<file path="src/rtl/wr_ptr_ctrl_top_1_pkg.sv">
// Shared definitions for the async FIFO write-pointer controller and its level calculator.
package wr_ptr_ctrl_top_1_pkg;

    localparam int A_LENGTH = 4;

    typedef enum logic [1:0] {
        WS_INIT = 2'd0,
        WS_RUN  = 2'd1,
        WS_FULL = 2'd2
    } ws_state_e;

    function automatic int depth_of(input int ptr_w);
        return 1 << (ptr_w - 1);
    endfunction

endpackage

</file>
<file path="src/rtl/wr_ptr_ctrl_top_1_if.sv">
// Write-side user/RAM/synchronizer signal bundle; wr_level exists only with FIFO_WR_LEVEL_EN.
interface wr_ptr_ctrl_top_1_if #(
    parameter int PTR_W = wr_ptr_ctrl_top_1_pkg::A_LENGTH
);
    logic             wr_en;
    logic             clr_ovf;
    logic [PTR_W-1:0] b_rd_ptr_sync;
    logic [PTR_W-1:0] b_wr_ptr;
    logic [PTR_W-2:0] waddr;
    logic             wr_inc;
    logic             full;
    logic             wr_ack;
    logic             overflow;
`ifdef FIFO_WR_LEVEL_EN
    logic [PTR_W-1:0] wr_level;
`endif

    modport master (
        output wr_en, clr_ovf, b_rd_ptr_sync,
`ifdef FIFO_WR_LEVEL_EN
        input  wr_level,
`endif
        input  b_wr_ptr, waddr, wr_inc, full, wr_ack, overflow
    );

    modport slave (
        input  wr_en, clr_ovf, b_rd_ptr_sync,
`ifdef FIFO_WR_LEVEL_EN
        output wr_level,
`endif
        output b_wr_ptr, waddr, wr_inc, full, wr_ack, overflow
    );

endinterface

</file>
<file path="src/rtl/wr_level_calc_top_1.sv">
// Modular pointer difference and full compare; reused by the read-side empty controller.
module wr_level_calc_top_1
    import wr_ptr_ctrl_top_1_pkg::*;
#(
    parameter int PTR_W = A_LENGTH
) (
    input  logic [PTR_W-1:0] wr_ptr,
    input  logic [PTR_W-1:0] rd_ptr,
    output logic [PTR_W-1:0] level,
    output logic             at_full
);
    localparam logic [PTR_W-1:0] DEPTH_V = PTR_W'(depth_of(PTR_W));

    // Unsigned subtraction wraps naturally across the pointer rollover.
    assign level   = wr_ptr - rd_ptr;
    assign at_full = (level >= DEPTH_V);

endmodule

</file>
<file path="src/rtl/wr_ptr_ctrl_top_1.sv">
// Async FIFO write-side controller: write pointer, full/ack/overflow flags, INIT settle window.
// Optional registered fill level output when FIFO_WR_LEVEL_EN is defined.
module wr_ptr_ctrl_top_1
    import wr_ptr_ctrl_top_1_pkg::*;
#(
    parameter int PTR_W    = A_LENGTH,
    parameter int INIT_CYC = 3
) (
    input  logic                 wr_clk,
    input  logic                 reset,
    wr_ptr_ctrl_top_1_if.slave   bus
);
    localparam logic [PTR_W-1:0] DEPTH_V   = PTR_W'(depth_of(PTR_W));
    localparam int               CNT_W     = (INIT_CYC > 1) ? $clog2(INIT_CYC) : 1;
    localparam logic [CNT_W-1:0] INIT_LAST = CNT_W'(INIT_CYC - 1);

    ws_state_e        state_q, state_d;
    logic [CNT_W-1:0] cnt_q, cnt_d;
    logic [PTR_W-1:0] ptr_q, ptr_d;
    logic             full_q, full_d;
    logic             ack_q, ack_d;
    logic             ovf_q, ovf_d;
    logic             accept;
    logic [PTR_W-1:0] level_next;
    logic             at_full;
    logic             over_depth;
`ifdef FIFO_WR_LEVEL_EN
    logic [PTR_W-1:0] level_q, level_d;
`endif

    assign accept     = bus.wr_en && (state_q == WS_RUN);
    assign ptr_d      = ptr_q + PTR_W'(accept);
    assign over_depth = (level_next > DEPTH_V);

    // Level as it will stand after this edge, so a same-cycle read advance nets out.
    wr_level_calc_top_1 #(.PTR_W(PTR_W)) u_level (
        .wr_ptr  (ptr_d),
        .rd_ptr  (bus.b_rd_ptr_sync),
        .level   (level_next),
        .at_full (at_full)
    );

    // NOTE: sequential state uses non-blocking assignments so every flop samples pre-edge values.
    always_ff @(posedge wr_clk or posedge reset) begin
        if (reset) begin
            state_q <= WS_INIT;
            cnt_q   <= '0;
            ptr_q   <= '0;
            full_q  <= 1'b1;
            ack_q   <= 1'b0;
            ovf_q   <= 1'b0;
`ifdef FIFO_WR_LEVEL_EN
            level_q <= '0;
`endif
        end else begin
            state_q <= state_d;
            cnt_q   <= cnt_d;
            ptr_q   <= ptr_d;
            full_q  <= full_d;
            ack_q   <= ack_d;
            ovf_q   <= ovf_d;
`ifdef FIFO_WR_LEVEL_EN
            level_q <= level_d;
`endif
        end
    end

    // NOTE: every combinational output gets a default first so no path infers a latch.
    always_comb begin
        state_d = state_q;
        cnt_d   = cnt_q;
        case (state_q)
            WS_INIT: begin
                if (cnt_q == INIT_LAST) begin
                    state_d = at_full ? WS_FULL : WS_RUN;
                end else begin
                    cnt_d = cnt_q + 1'b1;
                end
            end
            WS_RUN, WS_FULL: state_d = at_full ? WS_FULL : WS_RUN;
            default:         state_d = WS_INIT;
        endcase
    end

    always_comb begin
        full_d = (state_d != WS_RUN);
        ack_d  = accept;
        ovf_d  = ovf_q;
        if (bus.clr_ovf) begin
            ovf_d = 1'b0;
        end
        // A refused write or a corrupt (over-depth) level both latch overflow; set beats clear.
        if (((state_q == WS_FULL) && bus.wr_en) ||
            ((state_q != WS_INIT) && over_depth)) begin
            ovf_d = 1'b1;
        end
`ifdef FIFO_WR_LEVEL_EN
        level_d = (state_d == WS_INIT) ? '0 : level_next;
`endif
    end

    assign bus.b_wr_ptr = ptr_q;
    assign bus.waddr    = ptr_q[PTR_W-2:0];
    assign bus.wr_inc   = accept;
    assign bus.full     = full_q;
    assign bus.wr_ack   = ack_q;
    assign bus.overflow = ovf_q;
`ifdef FIFO_WR_LEVEL_EN
    assign bus.wr_level = level_q;
`endif

endmodule

</file>
<file path="src/flat_wrapper.sv">
// flat-port wrapper written by rule: the top's interface ports become plain ports
module wr_ptr_ctrl_top_1_flat import wr_ptr_ctrl_top_1_pkg::*;
#(
    parameter int PTR_W    = A_LENGTH,
    parameter int INIT_CYC = 3
)
  (wr_clk, reset, bus_wr_en, bus_clr_ovf, bus_b_rd_ptr_sync, bus_b_wr_ptr, bus_waddr, bus_wr_inc, bus_full, bus_wr_ack, bus_overflow);
  wr_ptr_ctrl_top_1_if #(.PTR_W(PTR_W)) bus_i ();
  input  logic wr_clk;
  input  logic reset;
  input wire logic [$bits(bus_i.wr_en)-1:0] bus_wr_en;
  input wire logic [$bits(bus_i.clr_ovf)-1:0] bus_clr_ovf;
  input wire logic [$bits(bus_i.b_rd_ptr_sync)-1:0] bus_b_rd_ptr_sync;
  output wire logic [$bits(bus_i.b_wr_ptr)-1:0] bus_b_wr_ptr;
  output wire logic [$bits(bus_i.waddr)-1:0] bus_waddr;
  output wire logic [$bits(bus_i.wr_inc)-1:0] bus_wr_inc;
  output wire logic [$bits(bus_i.full)-1:0] bus_full;
  output wire logic [$bits(bus_i.wr_ack)-1:0] bus_wr_ack;
  output wire logic [$bits(bus_i.overflow)-1:0] bus_overflow;
  assign bus_i.wr_en = bus_wr_en;
  assign bus_i.clr_ovf = bus_clr_ovf;
  assign bus_i.b_rd_ptr_sync = bus_b_rd_ptr_sync;
  assign bus_b_wr_ptr = bus_i.b_wr_ptr;
  assign bus_waddr = bus_i.waddr;
  assign bus_wr_inc = bus_i.wr_inc;
  assign bus_full = bus_i.full;
  assign bus_wr_ack = bus_i.wr_ack;
  assign bus_overflow = bus_i.overflow;
  wr_ptr_ctrl_top_1 #(.PTR_W(PTR_W), .INIT_CYC(INIT_CYC)) u_core (.wr_clk(wr_clk), .reset(reset), .bus(bus_i));
endmodule
</file>
<file path="config.mk">
export PLATFORM = sky130hd
export DESIGN_NAME = wr_ptr_ctrl_top_1_flat
export DESIGN_NICKNAME = d
export VERILOG_FILES = /design/src/rtl/wr_ptr_ctrl_top_1_pkg.sv /design/src/rtl/wr_ptr_ctrl_top_1_if.sv /design/src/rtl/wr_level_calc_top_1.sv /design/src/rtl/wr_ptr_ctrl_top_1.sv /design/src/flat_wrapper.sv
export SDC_FILE = /design/constraint.sdc
export NUM_CORES = 1
export LEC_CHECK = 0
export ABC_CLOCK_PERIOD_IN_PS = 2200
export CAP_MARGIN = 20
export CORE_UTILIZATION = 41
export DETAILED_ROUTE_END_ITERATION = 7
export GPL_TIMING_DRIVEN = 1
export PLACE_DENSITY = 0.73
export SKIP_LAST_GASP = 1
export SLEW_MARGIN = 20
export SYNTH_ARGS = -nofsm -noshare
export SYNTH_HDL_FRONTEND = slang
export SYNTH_SLANG_ARGS = --single-unit
</file>
<file path="constraint.sdc">
create_clock -name wr_clk -period 2.2 [get_ports wr_clk]
set_clock_uncertainty 0.05 [all_clocks]
set_input_delay 0.33 -clock wr_clk [delete_from_list [all_inputs] [get_ports wr_clk]]
set_output_delay 0.33 -clock wr_clk [all_outputs]
set_load 0.01 [all_outputs]
</file>
==> out/qor.yml <==
status: "finished with violations"
violations: "setup timing"
syn_to_final_growth_pct: 49.8
core_sq_um: 1520
critPathKind: "flop to flop"
grt_pass1_wl_mm: 2.30
via_count: 511
worstMarginPinSlew_ns: 0.432
yosys_warnings: 0
synth-seq-cells: 11
final_common_cell: "clkdlybuf4s50_1"
wl_per_cell_um: 12.9
num_antenna_cells: 0
reg2reg_depth: 10
slew_headroom_pct: 71.2
maxSlewViolCount: 0
initial_utilization_pct: 44.5
critPathMaxFanout: 3
finalHoldViolCount: 0
numPortBuffers: 18
hpwl_um: 982
fp.dieW_um: 42.7
path_clk_slew_ns: 0.08
synthTopCellsByArea: "dfrtp_1 (37%), ha_1 (18%), inv_1 (5.0%)"
drive_above_1_share_pct: 26.4
dp.cells: 97
cts_tree: "yes"
synth.distinct_cells: 26
syn-num-nets: 81
vias_per_cell: 4.96
cts_max_path_buffers: 2
insertion_delay_ns: 0.27
powerDensity_nw_per_um2: 1490
tns_ns: -0.0787
cts_sinks: 11
peakVddDrop_mv: 0.697
wl_mm: 1.33
fillCellCount: 130
rsz0062_at_grt: "true"
fp-row-count: 14
fin_crit_ns: 2.24
first_iter_violations: 9
regArea_sq_um: 277
grt_pass1_vias: 531
io_pins: 19
synth.avg_cell_area_sq_um: 10.8
place_congestion: 0.726
cap_violations: 0
die_y_um: 42.7
drt-pass1-iter-count: 4
startpoint_type: "flop"
cp.required_ns: 2.32
end_kind: "flop"
multi_input_area_sq_um: 434
cts_hold_buf: 0
syn_area_sq_um: 678
fmax_mhz: 446
layout_setup_ws_ns: -0.0433
ant_nets: 0
grt_use_total_pct: 16.9
die-area_sq_um: 1820
synth-seq-area-share_pct: 40.8
netlist.top_cell.by_area: "dfrtp_1"
drc: 0
setup_violations: 2
final-instance-count-excl-fill: 103
crit_arrival_ns: 2.36
gr-total-overflow: 0
hp-class: "input pin to asynchronous set/reset pin"
grt_max_degree: 12
layout.nets: 106
r2r_setup_slack_ns: -0.04
synth_top_area_share_pct: 36.9
mostFrequentLayoutCells: "clkdlybuf4s50_1 (18), dfrtp_1 (10), inv_1 (8)"
fin_crit_sh_pct: 102
cts_root_buf: "clkbuf_4"
cts_max_level: 1
leakage_uw: 0.000468
cts_inserted_buffers: 3
antenna_found_initial: 0
syn_inst: 63
-- synthesized netlist by cell type --
master,instances
inv_1,9
ha_1,10
buf_4,3
dfrtp_1,10
o21a_1,1
and3_4,1
xnor2_1,3
a31o_2,1
mux2i_1,1
a22oi_1,1
dfstp_2,1
nor2_1,1
nand2b_1,2
o21ai_1,1
nand3b_1,1
o21ai_0,4
o211ai_1,1
o2bb2ai_1,1
nor4_1,1
xnor3_2,1
nand2_1,2
a211oi_1,1
clkbuf_2,1
and2_1,1
xor2_1,2
a21oi_1,2
-- metrics by stage --
step           total power [uW]  area, sq um  hold WS (ns)  util (%)  setup WS, ns
3_5_place_dp               1250          925         0.415      60.7        -0.352
3_3_place_gp               1220          925         0.410      60.7        -0.355
4_1_cts                    1500         1010         0.318      66.4       -0.0510
2_1_floorplan               957          722         0.132         -       -0.0737
5_1_grt                    1650         1020         0.377      66.7        -0.133
6_report                   1520         1020         0.306      66.7       -0.0433
-- power breakdown --
part / total (uW) / switching, uW / leakage (uW) / internal [uW]
combinational: 982 / 440 / 0.000318 / 542
clock: 142 / 72.2 / 0.0000150 / 70.1
sequential: 391 / 85.6 / 0.000135 / 305
-- path summary, 6_finish.rpt --
kind	from	endpoint
worst max-delay path	u_core.state_q[0]$_DFF_PP0_	u_core.state_q[1]$_DFF_PP0_
worst min-delay path	reset	u_core.bus.b_wr_ptr[0]$_DFF_PP0_
worst max register to register	u_core.state_q[0]$_DFF_PP0_	u_core.state_q[1]$_DFF_PP0_
worst min register to register	u_core.cnt_q[0]$_DFFE_PP0P_	u_core.cnt_q[0]$_DFFE_PP0P_
max in group asynchronous	reset	u_core.bus.full$_DFF_PP1_
min in group wr_clk	u_core.cnt_q[0]$_DFFE_PP0P_	u_core.cnt_q[0]$_DFFE_PP0P_
-- critical path, cell delays in order, from the launching register on --
cell	delay, ns
dfrtp_1	0.41
ha_4	0.16
and2_4	0.14
ha_4	0.16
ha_4	0.17
xor2_4	0.16
ha_4	0.31
nand3b_1	0.13
o211ai_1	0.10
mux2i_1	0.12
a211oi_1	0.24
-- sequential cells by signal, summed over array words and instances, names as in the netlist --
name / count
u_core.bus.b_wr_ptr: 4
u_core.cnt_q: 2
u_core.state_q: 2
u_core.bus.full: 1
u_core.bus.overflow: 1
u_core.bus.wr_ack: 1
-- timing repair --
action                                  4_1_cts  5_1_grt
pin swaps                                    11        0
buffers inserted                              2        0
endpoints found under the setup margin        4        4
gates resized for setup                       5        2
-- cell families after synthesis --
group	after synthesis	share of synthesized area, %
DFF	11	40.8
adders and majority gates	10	18.5
and+or+nand+nor	9	8.12
AOI/OAI and AO/OA	13	12.2
xor gates and xnor gates	6	9.96
muxes	1	1.48
buffers and inverters	13	9.04
-- area by class of cell --
type / count / share of cell area (%)
inverters: 9 / 3.33
flip-flops and latches: 11 / 27.2
clock buffers: 4 / 2.59
multi-input cells: 39 / 42.7
repair buffers: 24 / 22.2
well taps: 16 / 1.97
-- routing by layer --
layer,global-route usage [%],vias up,wire (um)
met5,0,-,0
met3,2.55,2,71
met4,7.50,0,4
li1,-,258,-
met1,22.4,232,613
met2,27.3,19,637
Power figures use the tool's default switching activity.
